## src/rtl/nibble_deserializer.sv

```systemverilog
// Serial-to-parallel receiver: steers accepted bits into a nibble accumulator
// and hands finished nibbles to a one-entry valid/ready output register.
module nibble_deserializer #(
  parameter int LSB_FIRST = 1
) (
  input  logic       clk,
  input  logic       rst_n,
  input  logic       in_bit,
  input  logic       in_valid,
  output logic       in_ready,
  input  logic       in_clear,
  output logic [3:0] out_data,
  output logic       out_valid,
  input  logic       out_ready,
  output logic [7:0] out_count,
  output logic       busy
);

  // Handshake rule on both sides: a transfer happens on a rising edge where
  // valid and ready are both high; ready never depends combinationally on the
  // other side's ready, and out_data is held while out_valid is high and unconsumed.

  typedef enum logic [1:0] {
    IDLE  = 2'd0,
    ACCUM = 2'd1,
    FULL  = 2'd2
  } state_t;

  localparam bit LSB = (LSB_FIRST != 0);

  state_t     state, state_nxt;
  logic [3:0] acc, acc_nxt, acc_bit;
  logic [1:0] idx, idx_nxt, lane;
  logic [3:0] out_data_nxt;
  logic       out_valid_nxt;
  logic [7:0] out_count_nxt;
  logic       accept, drain;

  assign in_ready = (state != FULL);
  assign busy     = (state != IDLE);
  assign accept   = in_valid & in_ready;
  assign drain    = out_valid & out_ready;
  assign lane     = LSB ? idx : (2'd3 - idx);

  always_comb begin
    state_nxt     = state;
    acc_nxt       = acc;
    idx_nxt       = idx;
    out_data_nxt  = out_data;
    out_valid_nxt = out_valid;
    out_count_nxt = out_count;
    acc_bit       = acc;
    acc_bit[lane] = in_bit;

    if (drain) begin
      out_valid_nxt = 1'b0;
      out_count_nxt = out_count + 8'd1;
    end

    // Clear outranks any accept or refill but never touches the output side.
    if (in_clear) begin
      state_nxt = IDLE;
      acc_nxt   = 4'd0;
      idx_nxt   = 2'd0;
    end else if (state == FULL) begin
      if (drain) begin
        out_data_nxt  = acc;
        out_valid_nxt = 1'b1;
        acc_nxt       = 4'd0;
        idx_nxt       = 2'd0;
        state_nxt     = IDLE;
      end
    end else if (accept) begin
      idx_nxt = idx + 2'd1;
      if (idx == 2'd3) begin
        if (!out_valid || drain) begin
          out_data_nxt  = acc_bit;
          out_valid_nxt = 1'b1;
          acc_nxt       = 4'd0;
          state_nxt     = IDLE;
        end else begin
          acc_nxt   = acc_bit;
          state_nxt = FULL;
        end
      end else begin
        acc_nxt   = acc_bit;
        state_nxt = ACCUM;
      end
    end
  end

  always_ff @(posedge clk or negedge rst_n) begin
    if (!rst_n) begin
      state     <= IDLE;
      acc       <= 4'd0;
      idx       <= 2'd0;
      out_data  <= 4'd0;
      out_valid <= 1'b0;
      out_count <= 8'd0;
    end else begin
      state     <= state_nxt;
      acc       <= acc_nxt;
      idx       <= idx_nxt;
      out_data  <= out_data_nxt;
      out_valid <= out_valid_nxt;
      out_count <= out_count_nxt;
    end
  end

endmodule

```

## config.mk

```make
export PLATFORM = sky130hd
export DESIGN_NAME = nibble_deserializer
export DESIGN_NICKNAME = d
export VERILOG_FILES = /design/src/rtl/nibble_deserializer.sv
export SDC_FILE = /design/constraint.sdc
export NUM_CORES = 1
export LEC_CHECK = 0
export CAP_MARGIN = 20
export CORE_MARGIN = 4
export CORE_UTILIZATION = 50
export DETAILED_ROUTE_END_ITERATION = 10
export GPL_TIMING_DRIVEN = 0
export PLACE_DENSITY_LB_ADDON = 0.08
export RECOVER_POWER = 25
export SLEW_MARGIN = 20
export SYNTH_ARGS = -nofsm -noshare
export SYNTH_HDL_FRONTEND = slang
export SYNTH_SLANG_ARGS = --single-unit
```

## constraint.sdc

```tcl
create_clock -name clk -period 2.1 [get_ports clk]
set_clock_uncertainty 0.15 [all_clocks]
set_input_delay 0.63 -clock clk [delete_from_list [all_inputs] [get_ports clk]]
set_output_delay 0.63 -clock clk [all_outputs]
set_load 0.02 [all_outputs]
```

==> results of run 1 <==
[layout make-up]
cell class | instances | area (sq um) | area share [%]
plain buffers | 4 | 22.5 | 1.70
well taps | 27 | 33.8 | 2.55
flip-flops and latches | 21 | 526 | 39.7
repair buffers | 20 | 196 | 14.8
inverters | 4 | 15.0 | 1.13
clock buffers | 4 | 26.3 | 1.98
multi-input cells | 72 | 504 | 38.1
[per-stage QoR]
stage / worst slack [ns] / std cells
3_3_place_gp: -0.341 / 147
6_report: 0.0572 / 152
3_5_place_dp: -0.330 / 147
4_1_cts: 0.000982 / 151
2_1_floorplan: 0.325 / 101
5_1_grt: -0.0230 / 152
[worst paths after layout]
path / start / endpoint / slack, ns / cells after the start
min in group asynchronous: rst_n / state[0] / 0.68 / 1
setup / recovery: out_data[1] / out_data[1] / 0.06 / 1
hold / removal: out_count[7] / out_count[7] / 0.31 / 1
hold reg to reg: out_count[7] / out_count[7] / 0.31 / 1
max in group asynchronous: rst_n / out_count[1] / 0.56 / 1
setup reg to reg: idx[0] / out_data[1] / 0.21 / 5
[what timing repair did]
item	4_1_cts	5_1_grt
setup endpoints to repair	10	6
hold buffers	0	0
gates resized for setup	12	8
setup buffers	0	1
[report_power, final]
| group | total [mW] | switching, mW | internal, mW |
|---|---|---|---|
| clock network | 0.195 | 0.121 | 0.0741 |
| registers | 0.455 | 0.0226 | 0.433 |
| logic | 0.158 | 0.0863 | 0.0715 |
| total | 0.808 | 0.230 | 0.578 |
[flip-flops by register name, indices dropped and copies added, names as in the netlist]
signal	flops
out_count	8
acc	4
out_data	4
idx	2
state	2
out_valid	1
[cell families (layout without fill, tap and decap cells)]
kind of cell / Yosys count / in the layout / synth area share, %
and+or+nand+nor: 32 / 32 / 15.0
buffers and inverters: 8 / 32 / 3.54
xor gates and xnor gates: 7 / 7 / 5.79
DFF: 21 / 21 / 49.6
muxes: 8 / 8 / 8.15
AOI/OAI and AO/OA: 20 / 20 / 12.0
adders and majority gates: 5 / 5 / 5.90
[Yosys cell counts, types with 2 or more instances]
library cell  count
inv_1             4
mux2_2            3
clkbuf_1          3
xor2_1            3
nand2_1          13
ha_1              5
xnor2_1           4
nor3_1            2
o21ai_0           4
nand2b_1          3
mux2_1            2
a21oi_1           7
a22o_1            3
a31oi_1           3
nand4_1           3
dfrtp_1          21
mux2i_1           3
nor2_1            4
[layer usage]
metal / track usage [%] / share of wire, % / up-vias / routed length [um]
met5: 0 / 0 / - / 0
met4: 7.47 / 1.3 / 0 / 26
met3: 3.60 / 4.3 / 4 / 89
met2: 28.8 / 50 / 13 / 1020
met1: 19.8 / 45 / 397 / 918
li1: - / - / 403 / -
==> out/qor.yml, run 1 <==
route:
  drt.antenna.violating_nets: 0
  drt-initial-drc-count: 2
  drt-vias-per-instance: 5.38
  drcViolationCount: 0
  dr.pass1.iters: 3
  wl_per_cell_um: 13.5
  vias: 817
  drt-total-wl_um: 2060
synthesis:
  synth_cells: 101
  ys_ff_latch: 21
  yosysWarnings: 0
  netlist_top_cells_area: "dfrtp_1 (50%), ha_1 (5.9%), nand2_1 (4.6%)"
  syn-num-nets: 112
  yosys.area.top_type: "dfrtp_1"
  ys_seq_area_share_pct: 49.6
  yosysUniqueCellTypes: 29
  synth_edf_count: 0
  synth_flop_cell: "dfrtp_1"
  synth_top_area_share_pct: 49.6
  synth_area_sq_mm: 0.00106
  async_reset_ff_share_pct: 100
  syn_avg_cell_area_sq_um: 10.5
clocking:
  clk_pin_slew_ns: 0.11
  clkLatencyLatePin_ns: 0.30
  ctsHtreeMaxLevel: 1
  cts_buffer_depth: 2
  cts_tree: "done"
  cts-root-buf: "clkbuf_4"
  cts_made_buffers: 3
  clock_sinks: 21
finish:
  drive_gt1_share_pct: 8.80
  final_cell_mix: "dfrtp_1 (21), nand2_1 (13), dlygate4sd2_1 (8)"
  final_common_cell: "dfrtp_1"
  fin_area_sq_mm: 0.00132
  antennaDiodeCount: 0
  nFillCells: 156
  post-route-util_pct: 66.8
  final_nets: 137
  syn_to_final_growth_pct: 24.9
setup_path:
  critPathArrivalTime_ns: 1.26
  slowest_delay_ns: 0.60
  crit_path_end_kind: "output pin"
  crit_chain: "clkdlybuf4s50_1"
  slowest_stage: "clkdlybuf4s50_1"
  required_ns: 1.32
  cp_max_fo: 2
  cp_top_family: "buffers and inverters"
  worst-path-buf-inv: 1
  startpoint_type: "flop"
  critical_path_class: "reg2out"
power:
  vdd_ir_drop_max_v: 0.000474
  power_mw: 0.808
  p_per_area_mw_per_mm2: 611
  leakage_nw: 0.736
sta:
  setup_viol: 0
  slew_headroom_pct: 38.6
  fin_crit_ns: 2.04
  slew_violations: 0
  tns_ns: 0
  fin_hold_ws_ns: 0.314
  finalHoldViolations: 0
  tightestPinTransition_ns: 0.918
  fmax_mhz: 490
  period_share_pct: 97.3
placed_design:
  dp_hpwl_um: 1540
  place_congestion: 0.758
  place_area_sq_mm: 0.00128
  io_buffers: 19
global_routing:
  antenna_found_initial: 0
  grt_start_max_net_pins: 22
  grt_pass1_vias: 846
  grt_pass1_wl_um: 3510
  gr-usage-all-layers_pct: 16.7
  grt-ovfl-total: 0
floorplan:
  start_util_pct: 53.5
  fp.dieArea_sq_mm: 0.00292
  num_rows: 16
  dieWidth_um: 54.0
  die_h_um: 54.0
  ios: 21
  core-area_sq_mm: 0.00198
outcome:
  status: "finished, final reports clean"
flow_run:
  max_cap_viol_count: 0
min_path:
  hold_class: "reg2reg"
Power figures use the tool's default switching activity.
==> run 2, diff against run 1 <==
--- a/config.mk
+++ b/config.mk
@@ -10,7 +10,7 @@
 export CORE_UTILIZATION = 50
 export DETAILED_ROUTE_END_ITERATION = 10
 export GPL_TIMING_DRIVEN = 0
-export PLACE_DENSITY_LB_ADDON = 0.08
+export PLACE_DENSITY_LB_ADDON = 0.15
 export RECOVER_POWER = 25
 export SLEW_MARGIN = 20
 export SYNTH_ARGS = -nofsm -noshare
==> run 2 against run 1 <==
Effect of this change: sequential power about the same; setup slack better by 0.038 ns; final area down 1.3%; core utilization down 0.88 points; critical path type unchanged; critical endpoint is now in_ready; highest routed layer unchanged.
==> out/qor.yml, run 2 (synthesized netlist as in run 1, its figures left out) <==
global_routing:
  grt-ovfl-total: 0  # unchanged
  antenna_found_initial: 0  # unchanged
  grt_pass1_wl_um: 3780  # +7.9%
  grt_pass1_vias: 823  # -2.7%
  grt_start_max_net_pins: 22  # unchanged
  gr-usage-all-layers_pct: 18.7  # +2.0 points
floorplan:
  ios: 21  # unchanged
  fp.dieArea_sq_mm: 0.00292  # unchanged
  die_h_um: 54.0  # unchanged
  dieWidth_um: 54.0  # unchanged
  start_util_pct: 53.5  # unchanged
  core-area_sq_mm: 0.00198  # unchanged
  num_rows: 16  # unchanged
power:
  p_sw_share_pct: 29.0  # +0.51 points
  power_frac_seq_pct: 56.2  # about the same
  p_per_area_mw_per_mm2: 621  # +1.6%
  vdd_ir_drop_max_v: 0.000469  # -1.0%
  p_sw_mw: 0.235  # +2.1%
  internal_power_mw: 0.576  # -0.44%
  leakage_nw: 0.739  # +0.41%
  p_clk_share_pct: 24.7  # +0.5 points
  combinationalPowerShare_pct: 19.1  # -0.4 points
sta:
  period_share_pct: 95.5  # -1.8 points
  fin_crit_ns: 2.00  # -0.0378 ns
  tightestPinTransition_ns: 0.901  # -0.0167 ns
  slew_violations: 0  # unchanged
  finalHoldViolations: 0  # unchanged
  slew_headroom_pct: 39.7  # +1.1 points
  setup_viol: 0  # unchanged
  fmax_mhz: 499  # +1.9%
  tns_ns: 0  # unchanged
setup_path:
  critical_path_class: "reg2out"
  required_ns: 1.32  # about the same
  critPathArrivalTime_ns: 1.22  # -0.04 ns
  critPathLaunch: "state[0]"
  cp_max_fo: 10  # +8
  startpoint_type: "flop"
  reg2reg_from: "idx[0]"
  slowest_delay_ns: 0.42  # -0.18 ns
  crit_path_end_kind: "output pin"
  crit_chain: "nand2b_1, buf_6, buf_2"
  cp_top_family: "flip-flops"
  slowest_stage: "dfrtp_1"
  worst-path-buf-inv: 2  # +1
placed_design:
  dp_hpwl_um: 1530  # -0.11%
  io_buffers: 19  # unchanged
  place_congestion: 0.799  # +5.4%
finish:
  final_common_cell: "dfrtp_1"
  final_nets: 136  # -0.73%
  largest_register_ffs: 8  # unchanged
  final_cell_mix: "dfrtp_1 (21), nand2_1 (13), dlygate4sd2_1 (10)"
  post-route-util_pct: 65.9  # -0.88 points
  drive_gt1_share_pct: 7.26  # -1.5 points
  antennaDiodeCount: 0  # unchanged
  syn_to_final_growth_pct: 23.3
  regMostFlops: "out_count"
  reg.largest.list: "out_count (8), acc (4), out_data (4)"
route:
  wl_per_cell_um: 14.1  # +4.5%
  drt.antenna.violating_nets: 0  # unchanged
  drt-initial-drc-count: 4  # +2
  dr.pass1.iters: 2  # -1
  drt-vias-per-instance: 5.29  # -1.6%
  drt-total-wl_um: 2140  # +3.8%
  vias: 799  # -2.2%
  drcViolationCount: 0  # unchanged
clocking:
  cts_made_buffers: 3  # unchanged
  cts_tree: "done"
  cts-root-buf: "clkbuf_4"
  cts_buffer_depth: 2  # unchanged
  cts_setup_buffers: 0  # unchanged
  ctsHtreeMaxLevel: 1  # unchanged
  clkLatencyLatePin_ns: 0.32  # +0.02 ns
  clk_pin_slew_ns: 0.12  # about the same
  clock_sinks: 21  # unchanged
flow_run:
  max_cap_viol_count: 0  # unchanged
min_path:
  hp-start: "out_count[7]"
  hold_class: "reg2reg"
outcome:
  status: "finished, final reports clean"
[run 2: what timing repair did]
item,4_1_cts,5_1_grt
resized for setup,14,6
hold buffers,0,0
endpoints found under the setup margin,11,6
[run 2: path summary, 6_finish.rpt]
kind,to,slack [ns],depth (start not counted)
worst max-delay path,in_ready,0.1,3
worst min-delay path,out_count[7],0.33,1
worst max register to register,out_data[1],0.19,5
worst min register to register,out_count[7],0.33,1
max in group asynchronous,out_count[6],0.52,1
min in group asynchronous,state[0],0.72,1
[run 2: power groups by stage]
stage	Clock, mW	Sequential (mW)	Combinational, mW
6_report	0.200	0.455	0.155
5_1_grt	0.220	0.461	0.174
4_1_cts	0.208	0.455	0.161
3_5_place_dp	0	0.463	0.167
3_3_place_gp	0	0.462	0.162
2_1_floorplan	0	0.487	0.0598
[run 2: layout make-up]
| cell class | count | area (sq um) |
|---|---|---|
| Multi-Input combinational cell | 72 | 497 |
| Timing Repair Buffer | 19 | 185 |
| Buffer | 4 | 23.8 |
| Inverter | 4 | 15.0 |
| Sequential cell | 21 | 526 |
| Fill cell | 164 | 676 |
| Clock buffer | 4 | 26.3 |
| Tap cell | 27 | 33.8 |
[run 2: metal layers]
| metal | part of all wire (%) | track usage (%) | wire (um) |
|---|---|---|---|
| met5 | 0 | 0 | 0 |
| met4 | 2.5 | 10.8 | 53 |
| met3 | 5.0 | 4.71 | 107 |
| met2 | 42 | 27.4 | 902 |
| met1 | 50 | 24.9 | 1070 |
[run 2: stage by stage]
| stage | worst slack (ns) | hold WS (ns) | power, mW | std cells | area (sq um) |
|---|---|---|---|---|---|
| after floorplan | 0.325 | 0.184 | 0.547 | 101 | 1060 |
| after global placement | -0.345 | 0.310 | 0.624 | 147 | 1280 |
| after detailed placement | -0.367 | 0.310 | 0.630 | 147 | 1280 |
| after CTS | 0.00238 | 0.334 | 0.824 | 151 | 1290 |
| after global routing | -0.0107 | 0.374 | 0.854 | 151 | 1310 |
| final | 0.0950 | 0.329 | 0.811 | 151 | 1310 |
